===== config.mk =====
export PLATFORM = sky130hd
export DESIGN_NAME = l1_event_buffer_mh_flat
export DESIGN_NICKNAME = d
export VERILOG_FILES = /design/src/rtl/l1_event_buffer_mh_if.sv /design/src/rtl/l1_event_buffer_mh.sv /design/src/flat_wrapper.sv
export SDC_FILE = /design/constraint.sdc
export NUM_CORES = 2
export LEC_CHECK = 0
export CAP_MARGIN = 10
export CORE_AREA = 4 4 811 813
export CTS_CLUSTER_DIAMETER = 100
export DETAILED_ROUTE_END_ITERATION = 8
export DIE_AREA = 0 0 815 817
export PLACE_DENSITY_LB_ADDON = 0.2
export SYNTH_ARGS = -nofsm -noshare
export SYNTH_HDL_FRONTEND = slang
export SYNTH_MEMORY_MAX_BITS = 65536
export SYNTH_SLANG_ARGS = --single-unit

===== constraint.sdc =====
create_clock -name clk -period 6.4 [get_ports clk]
set_input_delay 1.92 -clock clk [delete_from_list [all_inputs] [get_ports clk]]
set_output_delay 1.92 -clock clk [all_outputs]
set_load 0.02 [all_outputs]

===== src/rtl/l1_event_buffer_mh_if.sv =====
// Bus between the pixel circular buffer / readout network and one L1 event buffer.
// The master side drives the write, prefetch, load and read controls; the slave is the buffer.
interface l1_event_buffer_mh_if #(
  parameter int ADDRWIDTH = 7,
  parameter int DATAWIDTH = 36,
  parameter int ERRWIDTH  = 2,
  parameter int CNTWIDTH  = 8
);
  logic                 dis;
  logic [DATAWIDTH-1:0] din;
  logic                 inHit;
  logic [ERRWIDTH-1:0]  errIn;
  logic                 wren;
  logic [ADDRWIDTH-1:0] wrAddr;
  logic                 preLoad;
  logic [ADDRWIDTH-1:0] rdAddr;
  logic                 load;
  logic                 read;
  logic                 unreadHit;
  logic                 outHit;
  logic [DATAWIDTH-1:0] dout;
  logic [ERRWIDTH-1:0]  outErr;
  logic [CNTWIDTH-1:0]  ovfCnt;

  modport master (
    output dis, din, inHit, errIn, wren, wrAddr, preLoad, rdAddr, load, read,
    input  unreadHit, outHit, dout, outErr, ovfCnt
  );

  modport slave (
    input  dis, din, inHit, errIn, wren, wrAddr, preLoad, rdAddr, load, read,
    output unreadHit, outHit, dout, outErr, ovfCnt
  );
endinterface


===== src/rtl/l1_event_buffer_mh.sv =====
// Per-pixel L1 event buffer: one data word + error flags per BX slot, a hit bitmap
// with unread-overwrite counting, and a prefetch/load/read output stage.
module l1_event_buffer_mh #(
  parameter int ADDRWIDTH = 7,
  parameter int DATAWIDTH = 36,
  parameter int ERRWIDTH  = 2,
  parameter int CNTWIDTH  = 8,
  parameter bit ZEROSUPP  = 1'b1
) (
  input  logic                 clk,
  input  logic                 reset,
  l1_event_buffer_mh_if.slave  bus
);
  localparam int DEPTH = 2 ** ADDRWIDTH;
  localparam int WORDW = DATAWIDTH + ERRWIDTH;

  logic [DEPTH-1:0]     hit_mem_q;
  logic [WORDW-1:0]     data_mem [DEPTH];
  logic                 hit_pre_q;
  logic [ADDRWIDTH-1:0] rd_addr_q;
  logic                 out_hit_q;
  logic [DATAWIDTH-1:0] dout_q;
  logic [ERRWIDTH-1:0]  out_err_q;
  logic                 valid_q;
  logic [CNTWIDTH-1:0]  ovf_cnt_q;

  logic wr_en, pre_en, load_en, read_en, consume_en, consume_same, ovf_inc;

  assign wr_en   = bus.wren & ~bus.dis;
  assign pre_en  = bus.preLoad & ~bus.dis;
  assign load_en = bus.load & ~bus.dis;
  assign read_en = bus.read & ~bus.load & ~bus.dis;

  assign consume_en   = load_en & hit_pre_q;
  // A write landing on the slot being consumed keeps the new hit and is not an overwrite.
  assign consume_same = consume_en & (rd_addr_q == bus.wrAddr);
  assign ovf_inc      = wr_en & hit_mem_q[bus.wrAddr] & ~consume_same;

  genvar gi;
  generate
    for (gi = 0; gi < DEPTH; gi++) begin : g_hit
      always_ff @(posedge clk) begin
        if (reset) begin
          hit_mem_q[gi] <= 1'b0;
        end else if (wr_en && bus.wrAddr == ADDRWIDTH'(gi)) begin
          hit_mem_q[gi] <= bus.inHit;
        end else if (consume_en && rd_addr_q == ADDRWIDTH'(gi)) begin
          hit_mem_q[gi] <= 1'b0;
        end
      end
    end
  endgenerate

  always_ff @(posedge clk) begin
    if (wr_en && bus.inHit) begin
      data_mem[bus.wrAddr] <= {bus.din, bus.errIn};
    end
  end

  always_ff @(posedge clk) begin
    if (reset) begin
      hit_pre_q <= 1'b0;
      rd_addr_q <= '0;
    end else if (pre_en) begin
      hit_pre_q <= hit_mem_q[bus.rdAddr];
      rd_addr_q <= bus.rdAddr;
    end
  end

  // Registered read of the data array doubles as the output word register.
  always_ff @(posedge clk) begin
    if (reset) begin
      out_hit_q <= 1'b0;
      dout_q    <= '0;
      out_err_q <= '0;
      valid_q   <= 1'b0;
    end else if (load_en) begin
      out_hit_q <= hit_pre_q;
      valid_q   <= ZEROSUPP ? hit_pre_q : 1'b1;
      if (hit_pre_q) begin
        {dout_q, out_err_q} <= data_mem[rd_addr_q];
      end else begin
        dout_q    <= '0;
        out_err_q <= '0;
      end
    end else if (read_en) begin
      valid_q <= 1'b0;
    end
  end

  always_ff @(posedge clk) begin
    if (reset) begin
      ovf_cnt_q <= '0;
    end else if (ovf_inc && ovf_cnt_q != {CNTWIDTH{1'b1}}) begin
      ovf_cnt_q <= ovf_cnt_q + 1'b1;
    end
  end

  assign bus.unreadHit = valid_q & ~bus.dis;
  assign bus.outHit    = out_hit_q;
  assign bus.dout      = dout_q;
  assign bus.outErr    = out_err_q;
  assign bus.ovfCnt    = ovf_cnt_q;
endmodule

===== src/flat_wrapper.sv =====
// flat-port wrapper written by rule: the top's interface ports become plain ports
module l1_event_buffer_mh_flat 
#(
  parameter int ADDRWIDTH = 7,
  parameter int DATAWIDTH = 36,
  parameter int ERRWIDTH  = 2,
  parameter int CNTWIDTH  = 8,
  parameter bit ZEROSUPP  = 1'b1
)
  (clk, reset, bus_dis, bus_din, bus_inHit, bus_errIn, bus_wren, bus_wrAddr, bus_preLoad, bus_rdAddr, bus_load, bus_read, bus_unreadHit, bus_outHit, bus_dout, bus_outErr, bus_ovfCnt);
  l1_event_buffer_mh_if #(.ADDRWIDTH(ADDRWIDTH), .DATAWIDTH(DATAWIDTH), .ERRWIDTH(ERRWIDTH), .CNTWIDTH(CNTWIDTH)) bus_i ();
  input  logic clk;
  input  logic reset;
  input wire logic [$bits(bus_i.dis)-1:0] bus_dis;
  input wire logic [$bits(bus_i.din)-1:0] bus_din;
  input wire logic [$bits(bus_i.inHit)-1:0] bus_inHit;
  input wire logic [$bits(bus_i.errIn)-1:0] bus_errIn;
  input wire logic [$bits(bus_i.wren)-1:0] bus_wren;
  input wire logic [$bits(bus_i.wrAddr)-1:0] bus_wrAddr;
  input wire logic [$bits(bus_i.preLoad)-1:0] bus_preLoad;
  input wire logic [$bits(bus_i.rdAddr)-1:0] bus_rdAddr;
  input wire logic [$bits(bus_i.load)-1:0] bus_load;
  input wire logic [$bits(bus_i.read)-1:0] bus_read;
  output wire logic [$bits(bus_i.unreadHit)-1:0] bus_unreadHit;
  output wire logic [$bits(bus_i.outHit)-1:0] bus_outHit;
  output wire logic [$bits(bus_i.dout)-1:0] bus_dout;
  output wire logic [$bits(bus_i.outErr)-1:0] bus_outErr;
  output wire logic [$bits(bus_i.ovfCnt)-1:0] bus_ovfCnt;
  assign bus_i.dis = bus_dis;
  assign bus_i.din = bus_din;
  assign bus_i.inHit = bus_inHit;
  assign bus_i.errIn = bus_errIn;
  assign bus_i.wren = bus_wren;
  assign bus_i.wrAddr = bus_wrAddr;
  assign bus_i.preLoad = bus_preLoad;
  assign bus_i.rdAddr = bus_rdAddr;
  assign bus_i.load = bus_load;
  assign bus_i.read = bus_read;
  assign bus_unreadHit = bus_i.unreadHit;
  assign bus_outHit = bus_i.outHit;
  assign bus_dout = bus_i.dout;
  assign bus_outErr = bus_i.outErr;
  assign bus_ovfCnt = bus_i.ovfCnt;
  l1_event_buffer_mh #(.ADDRWIDTH(ADDRWIDTH), .DATAWIDTH(DATAWIDTH), .ERRWIDTH(ERRWIDTH), .CNTWIDTH(CNTWIDTH), .ZEROSUPP(ZEROSUPP)) u_core (.clk(clk), .reset(reset), .bus(bus_i));
endmodule

# Word level (Yosys, flattened, before mapping)
# Memory sizes are Yosys's and may differ from the RTL's. A register that Yosys moved wholly into a read port is not among the register bits.
# Cells that the tools add are included.
# word_totals
memories	1
mem_bits_rw	4864
inputBits	60
out_inout_bits	48
elab_cells	1065
register_bits	184
# mem_list
memory	words	width	read_ports	rd_clocked_by_memory_dff	wr	line_no	source
u_core.data_mem	128	38	1	1	1	l1_event_buffer_mh.sv:18	logic [WORDW-1:0] data_mem [DEPTH];
# classes
reduce_logical	389
magnitude_cmp	2
bitwise_logic	13
n_mux	268
addsub	1
eq_ne	256
# ops
cell	count
== test 7 bit (second input constant)	128
== test 7 x 6 -> 1 bit (second input constant)	64
two-way mux 1 bit	262
logical AND 1 bit	258
nonzero test 2 bit	129
== test 7 x 5 -> 1 bit (second input constant)	32
== test 7 x 4 -> 1 bit (second input constant)	16
== test 7 x 3 -> 1 bit (second input constant)	8
two-way mux 36 bit	1
== test 7 x 2 -> 1 bit (second input constant)	4
less-than comparator 7 x 8 -> 1 bit (second input constant)	2
binary-select mux 1 bit (select 7 bit)	2
== test 7 x 1 -> 1 bit (second input constant)	2
zero test 7 bit	2
two-way mux 7 bit	2
bitwise AND 1 bit	10
adder 8 x 1 -> 8 bit (second input constant)	1
inequality test 8 bit (second input constant)	1
== test 7 bit	1
NOT 1 bit	3
two-way mux 2 bit	1

# Longest topological paths before layout
# logic_depth
depth_word	7
ltp_mapped	12
ltp_nobuf	7

# Least setup slack after synthesis
# Ideal clock, no wire load.
# synth_timing
kind	input to register
startpoint	input port bus_wrAddr[3]
endpoint	memory u_core.data_mem[105][0] (netlist name), enable pin
n_path_buf	2
slack_ns	0.189
setup_ns	0.480
arrival_ns	5.730
required_ns	5.920
path_stages	6
cell_sequence	buf_2 buf_2 nand2_1 nor3_1 nand2_1 nor3_1
# synth_lines
item	line_no	source
start: declaration	flat_wrapper.sv:19	input wire logic [$bits(bus_i.wrAddr)-1:0] bus_wrAddr;
end: declaration	l1_event_buffer_mh.sv:18	
# Straight into the memory's write port.

# Worst setup path after layout
# layout_timing
startpoint	input port bus_dis
endpoint	output port bus_unreadHit
# layout_via
elab_chain_cells	2
# layout_rtl
item	line_no	source
start: declaration	flat_wrapper.sv:14	input wire logic [$bits(bus_i.dis)-1:0] bus_dis;
NOT 1 bit	l1_event_buffer_mh.sv:99	assign bus.unreadHit = valid_q & ~bus.dis;
bitwise AND 1 bit	l1_event_buffer_mh.sv:99	
end: declaration	flat_wrapper.sv:24	output wire logic [$bits(bus_i.unreadHit)-1:0] bus_unreadHit;
# Every way passes these cells.

==> results by group <==
Clock tree
  • Clk_lat worst skew: ~1.1 ns
  • Sink Count: 5055
  • Clock transition at path regs: around 0.050 ns
  • Clock root cell: clkbuf_16
  • Max Root-Sink Buffers: 4
  • Post CTS Setup Buffer Count: 0
  • Hold_buf cts: 0
  • Post-CTS sizing: 0
  • Num CTS Buffers: roughly 550
  • TritonCTS clock tree: yes
  • H-tree depth: 6

Synth
  • Count of cell types in the netlist: 64
  • Post-synth top flop: edfxtp_1
  • Commonest cells post-synth: 4864 x edfxtp_1, 1539 x mux4_2, 275 x clkbuf_1
  • Synth Register Bits: 5055
  • Share of the synthesized area in the top cell type: 75.0%
  • Post-synthesis sequential area ratio: 77.0%
  • Top cells by area, synth: edfxtp_1 75%, mux4_2 18%, dfxtp_1 2.0%, mux2i_1 0.72%, o221ai_1 0.57%
  • Syn. warnings: 0
  • FFs w/ async S/R, synth: 0%
  • Count leader, synth: edfxtp_1
  • Average size of a mapped cell: about 23 um2
  • Syn Nets: 8487
  • Cell Area, Synth: 195000 um2
  • Synth area leader: edfxtp_1
  • Mapped Cells: approximately 8400
  • Post-synth EDFFs: 4864

Setup path
  • WS Path Type: in2out
  • Reg-to-reg endpoint: u_core.bus.dout[19]$_SDFFE_PP0P_
  • Critical Path End Type: primary output
  • R2R setup slack: 1.82 ns
  • Reg2Reg Depth: 9
  • Startpoint Class: input pin
  • Crit-path slowest cell: clkdlybuf4s50_1
  • Critical Path AT: 3.19 ns
  • WP data required: 4.48 ns
  • CP Cell Sequence: clkdlybuf4s50_1 -> nor2b_1 -> clkdlybuf4s50_1
  • CP most frequent cell: clkdlybuf4s50_1
  • Slowest stage delay, CP: just over 0.6 ns
  • Crit-path max FO: 7

Run status
  • Status: finished, final reports clean

Floorplanning
  • Placeable Area: about 650000 um2
  • Starting density of the core: 30.0%
  • # rows: 296
  • # IOs: about 110
  • Die Y: 817 um
  • Die Wd: 815 um
  • Die area: approximately 670000 um2

STA
  • Setup-failing EPs final: 0
  • Slew margin rel.: between 7 and 8%
  • Final hold vios: 0
  • Fmax: a little under 200 MHz
  • Worst Skew: 0.0724 ns
  • Setup tns final: 0 ns
  • Fin crit share: 79.8%
  • Pin slew with the least headroom to its limit: 1.39 ns
  • Slew Limit Fails: 0
  • Final worst setup slack: 1.29 ns
  • Worst hold margin: around 0.48 ns
  • Min Tclk post-route: 5.11 ns
  • Unrepaired setup endpoints after global routing: false

Place
  • Routability cong.: between 0.8 and 0.9
  • PortBufs: 107
  • Hpwl dp: 364000 um
  • DP Cell Count: about 17000
  • DP Area: 210000 um2
  • Pre-CTS WS: 0.849 ns

Layout
  • Nets: ~9000
  • Utilization after layout: approximately a third
  • Design area: 227000 um2
  • Layout-stage area growth over the synthesis result: 16.5%
  • Non-filler instance count after layout: between 15000 and 20000
  • Fillcell total: 59880
  • Fraction of layout cells with a size suffix above 1: 30.6%

Global route
  • Vias in the first global route: between 90000 and 100k
  • Initial antenna violation count: 87
  • Total Routing Usage GR: 17.8%
  • GRT overflow: 0
  • Largest net degree at the start of global routing: between 100 and 150
  • First-pass GRT wire length: 830000 um

Power
  • Clock power frac: approximately 44%
  • Pwr dens: 308 nW/um2
  • Power share of the sequential group: 52.0%
  • Pwr Total: 69.9 mW
  • Logic pwr share: under 10%
  • Net switching power: 15.3 mW
  • Internal Power: 54.6 mW
  • Leak: 66.9 nW
  • Worst vdd ir: 0.287 mV
  • Sw Share: 21.9%

Routing
  • First DRT Iteration DRCs: 12762
  • Antenna violation net count after detailed routing: 0
  • # DRC: 0
  • Drt wl/cell: 33.6 um
  • Post-Route WL: 608000 um
  • Drt first pass iters: 6
  • Via-to-Cell Ratio: 5.26
  • Vias: 95278

Hold path
  • Worst Hold Launch: u_core.bus.outHit$_SDFFE_PP0P_
  • Worst Hold End: u_core.bus.outHit$_SDFFE_PP0P_
  • Hold Crit Depth: 2
  • Worst Hold Class: reg2reg

Flow run
  • Total of max-cap violations: 0
==> per-layer routing <==
layer  GRT usage [%]  part of all wire, %  vias up
met4            5.04                  2.9       24
li1                -                    -    37470
met1            24.9                   42    52727
met3            3.83                  8.2      871
met2            28.1                   47     4186
met5               0                0.023        -
==> power by group through the flow <==
stage | clock, mW | sequential [mW] | combinational [mW]
6_report | 30.5 | 36.3 | 3.13
5_1_grt | 32.6 | 36.3 | 3.28
3_3_place_gp | 0 | 37.0 | 3.16
4_1_cts | 31.2 | 36.3 | 3.20
2_1_floorplan | 0 | 37.0 | 1.46
3_5_place_dp | 0 | 37.0 | 3.20
==> logic make-up (layout without fill, tap and decap cells) <==
family                   after synthesis  count (layout)  share of synthesized area [%]
adder cells (fa/ha/maj)                1               1                        0.00642
AO/OA/AOI/OAI                        471             471                           1.69
flip-flops                          5055            5055                           77.0
other                                  0              33                              0
XOR/XNOR                               7               7                         0.0315
multiplexers                        1691            1691                           18.6
AND/OR/NAND/NOR                      649             649                           1.47
buffers and inverters                552            1550                           1.20
==> layout by cell type, fill, tap and decap left out, types with 8 or more instances in the layout <==
cell type	count
edfxtp_1	4864
mux4_2	1539
clkbuf_16	562
buf_4	321
dfxtp_1	185
nand2_1	177
nor2_1	164
a21oi_1	146
clkbuf_1	146
mux2i_1	141
buf_12	130
o221ai_1	126
clkinv_1	116
nand3_1	115
nor2_4	85
clkinv_2	66
clkdlybuf4s50_1	63
inv_2	44
o22ai_1	37
diode_2	33
bufinv_16	26
a211oi_1	24
o21ai_0	24
nor2b_1	20
o2111ai_1	20
o211ai_1	20
inv_6	20
a2111oi_0	18
a21o_1	17
clkinv_8	17
nand2b_1	14
a22oi_1	14
nor3_1	13
inv_16	12
clkinvlp_4	9
nand4_1	8
==> registers in the layout, summed over array words and instances, names as in the netlist, named ones only <==
register,flops
u_core.rd_addr_q,7
u_core.bus.outHit,1
u_core.hit_mem_q,128
u_core.valid_q,1
u_core.hit_pre_q,1
u_core.bus.dout,36
u_core.data_mem,4864
u_core.bus.outErr,2
u_core.bus.ovfCnt,8
==> critical path, delay by kind of cell <==
| family | cells | cell delay [ns] |
|---|---|---|
| buffers and inverters | 2 | 1.12 |
| AND/OR/NAND/NOR | 1 | 0.15 |
==> worst max path at each step <==
stage / start / to / slack (ns) / cells after the start
2_1_floorplan: bus_wrAddr[3] / u_core.data_mem[105][0]$_DFFE_PP_ / 0.19 / 6
3_3_place_gp: bus_wrAddr[2] / u_core.data_mem[24][34]$_DFFE_PP_ / 0.89 / 9
3_5_place_dp: bus_wrAddr[2] / u_core.data_mem[24][35]$_DFFE_PP_ / 0.85 / 9
4_1_cts: bus_dis / bus_unreadHit / 1.28 / 3
5_1_grt: bus_dis / bus_unreadHit / 1.24 / 3
6_report: bus_dis / bus_unreadHit / 1.29 / 3
==> cell type report <==
type | count | area, um2 | area share (%)
timing repair buffer | 518 | 5660 | 2.50
multi-input combinational | 2819 | 43200 | 19.0
sequential | 5055 | 150000 | 66.1
clock buffer | 713 | 14700 | 6.47
antenna | 33 | 82.6 | 0.0364
inverter | 48 | 180 | 0.0794
clock inverter | 271 | 2390 | 1.05
tap | 8642 | 10800 | 4.76
No activity file was read; power rests on OpenSTA's default activity.
